$ cat src/rtl/arb_burst_sched.sv
// Four-requester round-robin burst scheduler: holds a one-hot grant for len+1 beats
// (or until early release) and inserts one idle turnaround cycle between bursts.
module arb_burst_sched #(
    parameter int LEN_W = 4
) (
    input  logic               clk,
    input  logic               rst,
    input  logic [3:0]         req,
    input  logic [4*LEN_W-1:0] req_len,
    input  logic [3:0]         done,
    input  logic               en,
    output logic [3:0]         gnt,
    output logic [1:0]         gnt_id,
    output logic               gnt_start,
    output logic               busy,
    output logic [LEN_W-1:0]   beats_left
);

    typedef enum logic [1:0] {
        IDLE,
        GRANT,
        GAP
    } state_t;

    state_t           state;
    logic [1:0]       last;
    logic             found;
    logic [1:0]       win;
    logic [LEN_W-1:0] win_len;
    logic             last_beat;

    // Round-robin search starting just after the previous winner.
    always_comb begin
        logic [1:0] idx;
        found = 1'b0;
        win   = last;
        idx   = last;
        for (int k = 1; k <= 4; k++) begin
            idx = last + 2'(k);
            if (!found && req[idx]) begin
                found = 1'b1;
                win   = idx;
            end
        end
    end

    assign win_len   = req_len[int'(win)*LEN_W +: LEN_W];
    assign last_beat = (beats_left == '0) || done[gnt_id] || !req[gnt_id];

    always_ff @(posedge clk) begin
        if (rst) begin
            state      <= IDLE;
            gnt        <= 4'b0000;
            gnt_id     <= 2'd0;
            gnt_start  <= 1'b0;
            busy       <= 1'b0;
            beats_left <= '0;
            last       <= 2'd3;
        end else begin
            case (state)
                GRANT: begin
                    gnt_start <= 1'b0;
                    if (last_beat) begin
                        state      <= GAP;
                        gnt        <= 4'b0000;
                        busy       <= 1'b0;
                        beats_left <= '0;
                    end else begin
                        beats_left <= beats_left - LEN_W'(1);
                    end
                end
                default: begin
                    // IDLE and the single GAP cycle both arbitrate; GAP falls to IDLE if nobody wins.
                    if (en && found) begin
                        state      <= GRANT;
                        gnt        <= 4'b0001 << win;
                        gnt_id     <= win;
                        gnt_start  <= 1'b1;
                        busy       <= 1'b1;
                        beats_left <= win_len;
                        last       <= win;
                    end else begin
                        state      <= IDLE;
                        gnt        <= 4'b0000;
                        gnt_start  <= 1'b0;
                        busy       <= 1'b0;
                        beats_left <= '0;
                    end
                end
            endcase
        end
    end

endmodule

$ cat config.mk
export PLATFORM = sky130hd
export DESIGN_NAME = arb_burst_sched
export DESIGN_NICKNAME = d
export VERILOG_FILES = /design/src/rtl/arb_burst_sched.sv
export SDC_FILE = /design/constraint.sdc
export NUM_CORES = 1
export LEC_CHECK = 0
export ABC_AREA = 1
export BUFFER_PORTS_ARGS = -buffer_cell sky130_fd_sc_hd__buf_4
export CAP_MARGIN = 25
export CELL_PAD_IN_SITES_DETAIL_PLACEMENT = 2
export CELL_PAD_IN_SITES_GLOBAL_PLACEMENT = 2
export CORE_ASPECT_RATIO = 1.1
export CORE_MARGIN = 1.5
export CORE_UTILIZATION = 24
export CTS_CLUSTER_SIZE = 24
export DETAILED_ROUTE_END_ITERATION = 12
export PLACE_DENSITY_LB_ADDON = 0.1
export SYNTH_ARGS = -nofsm -noshare
export SYNTH_HDL_FRONTEND = slang
export SYNTH_SLANG_ARGS = --single-unit
$ cat constraint.sdc
create_clock -name clk -period 2 [get_ports clk]
set_clock_uncertainty 0.15 [all_clocks]
set_input_delay 0.6 -clock clk [delete_from_list [all_inputs] [get_ports clk]]
set_output_delay 0.6 -clock clk [all_outputs]
set_load 0.02 [all_outputs]
==> impl_metrics.py <==
metrics = {
    "floorplanning": {
        "coreArea_um2": 4350,
        "fp.dieH_um": 74.0,
        "initial_utilization": 0.253,
        "die_x_um": 67.5,
        "pin_count": 39,
        "rows": 25,
        "die_area_um2": 5000,
    },
    "synth": {
        "avgSynthCellArea_um2": 6.18,
        "synth-xor-area-share": 0.0159,
        "synthAdderAreaFrac": 0.0114,
        "ys_warn_count": 0,
        "ys.flop_type": "dfxtp_1",
        "synth_edf_count": 0,
        "syn_nets": 206,
        "synthTopCellsByCount": "nand2_1 (65), nand3_1 (29), inv_1 (19), dfxtp_1 (15), nand2_2 (7)",
        "synth_top_area_frac": 0.273,
        "syn-cell-area_um2": 1100,
        "muxShareOfSynthArea": 0,
        "synth_cells": 178,
        "synth.area.top_cells": "dfxtp_1 (27%), nand2_1 (22%), nand3_1 (13%)",
        "yosysTopAreaCell": "dfxtp_1",
        "ys_seq_elements": 15,
        "postSynth.asyncResetShare": 0,
        "yosysSeqAreaShare": 0.273,
        "synth.most_common_cell": "nand2_1",
        "synth-compound-area-share": 0.0830,
        "synth_top_family_by_area": "simple AND/OR/NAND/NOR gates",
        "synth_simple_gate_area_share": 0.516,
        "synth_cell_types": 25,
    },
    "global_routing": {
        "grt_pass1_wl_um": 6780,
        "track_usage": 0.179,
        "grt_max_degree": 11,
        "grt_pass1_vias": 1464,
        "antenna_found_initial": 0,
        "overflow": 0,
    },
    "pwr": {
        "combPwrFrac": 0.628,
        "netSwitchingFraction": 0.485,
        "p_sw_uw": 874,
        "power_per_cell_area_nw_per_um2": 1110,
        "power_leakage_nw": 0.853,
        "pwr-share-clk": 0.140,
        "power_frac_seq": 0.232,
        "peakVddDrop_mv": 0.336,
        "p_total_mw": 1.80,
        "power.internal_uw": 929,
    },
    "hold_path": {
        "hold_path.class": "register to register",
        "min_path_cells": 2,
        "holdPathEnd": "gnt[3]$_SDFFE_PP0P_",
        "min_from": "gnt[3]$_SDFFE_PP0P_",
    },
    "finish": {
        "postLayoutCellArea_um2": 1630,
        "nNetsFinal": 260,
        "area_growth_pct": 48.1,
        "register_area_um2": 308,
        "drive_above_1_share": 0.342,
        "final_util": 0.375,
        "fillCellCount": 551,
        "instances_no_fill": 285,
        "n_antenna_cell": 0,
        "multi_input_area_um2": 737,
    },
    "detailed_routing": {
        "via_per_inst": 4.84,
        "ant_nets": 0,
        "dr.pass1.iters": 2,
        "drc": 0,
        "wirelength_um": 4440,
        "wl_per_cell_um": 15.6,
        "num_vias": 1380,
        "drtIter0Drc": 15,
    },
    "place": {
        "placed_cell_area_um2": 1500,
        "port_buffers": 38,
        "dpl.hpwl_um": 3440,
        "place_congestion": 0.848,
        "pre_cts_ws_ns": -0.128,
        "dp_cells": 277,
    },
    "worst_setup_path": {
        "worstPathArrival_ns": 1.87,
        "critical_path_class": "register to register",
        "cp-startpoint": "last[0]$_SDFFE_PP1P_",
        "ff2ff_path_depth": 11,
        "critical_path.max_stage_delay_ns": 0.39,
        "reg2reg_slack_ns": 0.12,
        "cp_common_cell": "nand2_2",
        "r2r-end": "gnt[2]$_SDFFE_PP0P_",
        "worstSetupStartpointType": "register",
        "critical_path.max_fanout": 10,
        "worstReg2RegStart": "last[0]$_SDFFE_PP1P_",
        "path_cells": "buf_8, nand2_1, nand2_2, nand2_1, nand2_2, nand2_4, nand2_4, nand2_2, buf_4, nand3_1, o21ai_1",
        "slowest_stage": "dfxtp_4",
        "cp-end-kind": "register",
        "cp.required_ns": 1.99,
    },
    "sta": {
        "relSlewSlack": 0.756,
        "slew_violations": 0,
        "hold_viol_final": 0,
        "whs_ns": 0.324,
        "fin_ws_ns": 0.118,
        "finalSetupViolations": 0,
        "fmax_mhz": 531,
        "final.setup.tns_ns": 0,
        "post-route-period-util": 0.941,
        "tightest_slew_ns": 0.362,
        "fin_crit_ns": 1.88,
    },
    "clock_network": {
        "h-tree-depth": 1,
        "clk_pin_slew_ns": 0.06,
        "numCtsBuffers": 3,
        "clock_latency_ns": 0.25,
        "cts.path.max_buffers": 2,
        "cts_tree": "done",
        "cts_root_buffer": "clkbuf_8",
        "clock_sinks": 15,
        "ctsHoldBuffers": 0,
    },
    "status": {
        "status": "finished clean",
    },
    "run": {
        "cap_violations": 0,
    },
}
## power by group through the flow
stage | clock network, mW | logic (mW) | registers, mW
after floorplan | 0 | 0.622 | 0.455
after global placement | 0 | 0.969 | 0.414
after detailed placement | 0 | 1.01 | 0.419
after CTS | 0.266 | 1.02 | 0.414
after global routing | 0.274 | 1.26 | 0.428
final | 0.253 | 1.13 | 0.418
## repair_timing
item,4_1_cts,5_1_grt
resized for setup,1,14
endpoints found under the setup margin,3,12
setup buffers,0,2
pin swaps,0,5
gates cloned,0,2
## placed cells by master (no fill, tap or decap)
cell | netlist | routed
inv_1 | 19 | 19
or2_0 | 1 | 1
nor2_1 | 6 | 6
nor3_1 | 1 | 1
nand3_1 | 29 | 28
clkbuf_1 | 0 | 1
inv_2 | 3 | 1
a21oi_1 | 6 | 6
nand2_4 | 4 | 5
dfxtp_1 | 15 | 13
nand3_2 | 2 | 4
o221ai_1 | 1 | 1
dfxtp_4 | 0 | 2
clkbuf_8 | 0 | 3
or2_2 | 1 | 1
nand2_8 | 0 | 1
o211ai_1 | 2 | 2
buf_8 | 0 | 1
nand2_1 | 65 | 62
inv_4 | 0 | 2
o21ai_1 | 5 | 5
o31ai_1 | 1 | 1
nand2_2 | 7 | 9
ha_1 | 1 | 1
buf_4 | 1 | 48
clkinv_4 | 1 | 1
nand3_4 | 1 | 1
nand4_1 | 2 | 2
xor2_1 | 2 | 2
o21ai_0 | 1 | 1
## per-layer routing
metal / track usage / vias to the layer above / part of all wire
li1: - / 683 / -
met1: 0.199 / 666 / 0.40
met5: 0 / - / 0
met3: 0.0257 / 5 / 0.031
met4: 0.0476 / 0 / 0.0095
met2: 0.349 / 26 / 0.56
## critical path, delay by kind of cell (launching register included)
| family | cells | cell delay [ns] |
|---|---|---|
| AOI/OAI and AO/OA | 1 | 0.09 |
| buffers and inverters | 2 | 0.30 |
| DFF | 1 | 0.39 |
| and+or+nand+nor | 8 | 0.82 |
## logic make-up (layout without fill, tap and decap cells)
group	count (synthesis)	in the layout
xor gates and xnor gates	2	2
adders and majority gates	1	1
AOI/OAI and AO/OA	16	16
DFF	15	15
buffers and inverters	25	76
and+or+nand+nor	119	121
## how the worst max path moves through the flow
stage,to,slack (ns),depth (start not counted)
3_3_place_gp,beats_left[1]$_SDFF_PP0_,-0.07,13
3_5_place_dp,beats_left[2]$_SDFF_PP0_,-0.13,13
2_1_floorplan,beats_left[0]$_SDFF_PP0_,0.24,13
5_1_grt,beats_left[1]$_SDFF_PP0_,-0.03,15
4_1_cts,beats_left[2]$_SDFF_PP0_,0.03,14
6_report,gnt[2]$_SDFFE_PP0P_,0.12,11
## state kept, by name (all words and copies together) (netlist names)
register	cells
last	2
gnt_id	2
gnt	4
gnt_start	1
beats_left	4
state	2
## cell type report
type,instances,share of cell area
Clock buffer,4,0.0276
Inverter,23,0.0591
Tap cell,54,0.0415
Multi-Input combinational cell,140,0.452
Sequential cell,15,0.189
Timing Repair Buffer,49,0.230
Power figures use the tool's default switching activity.
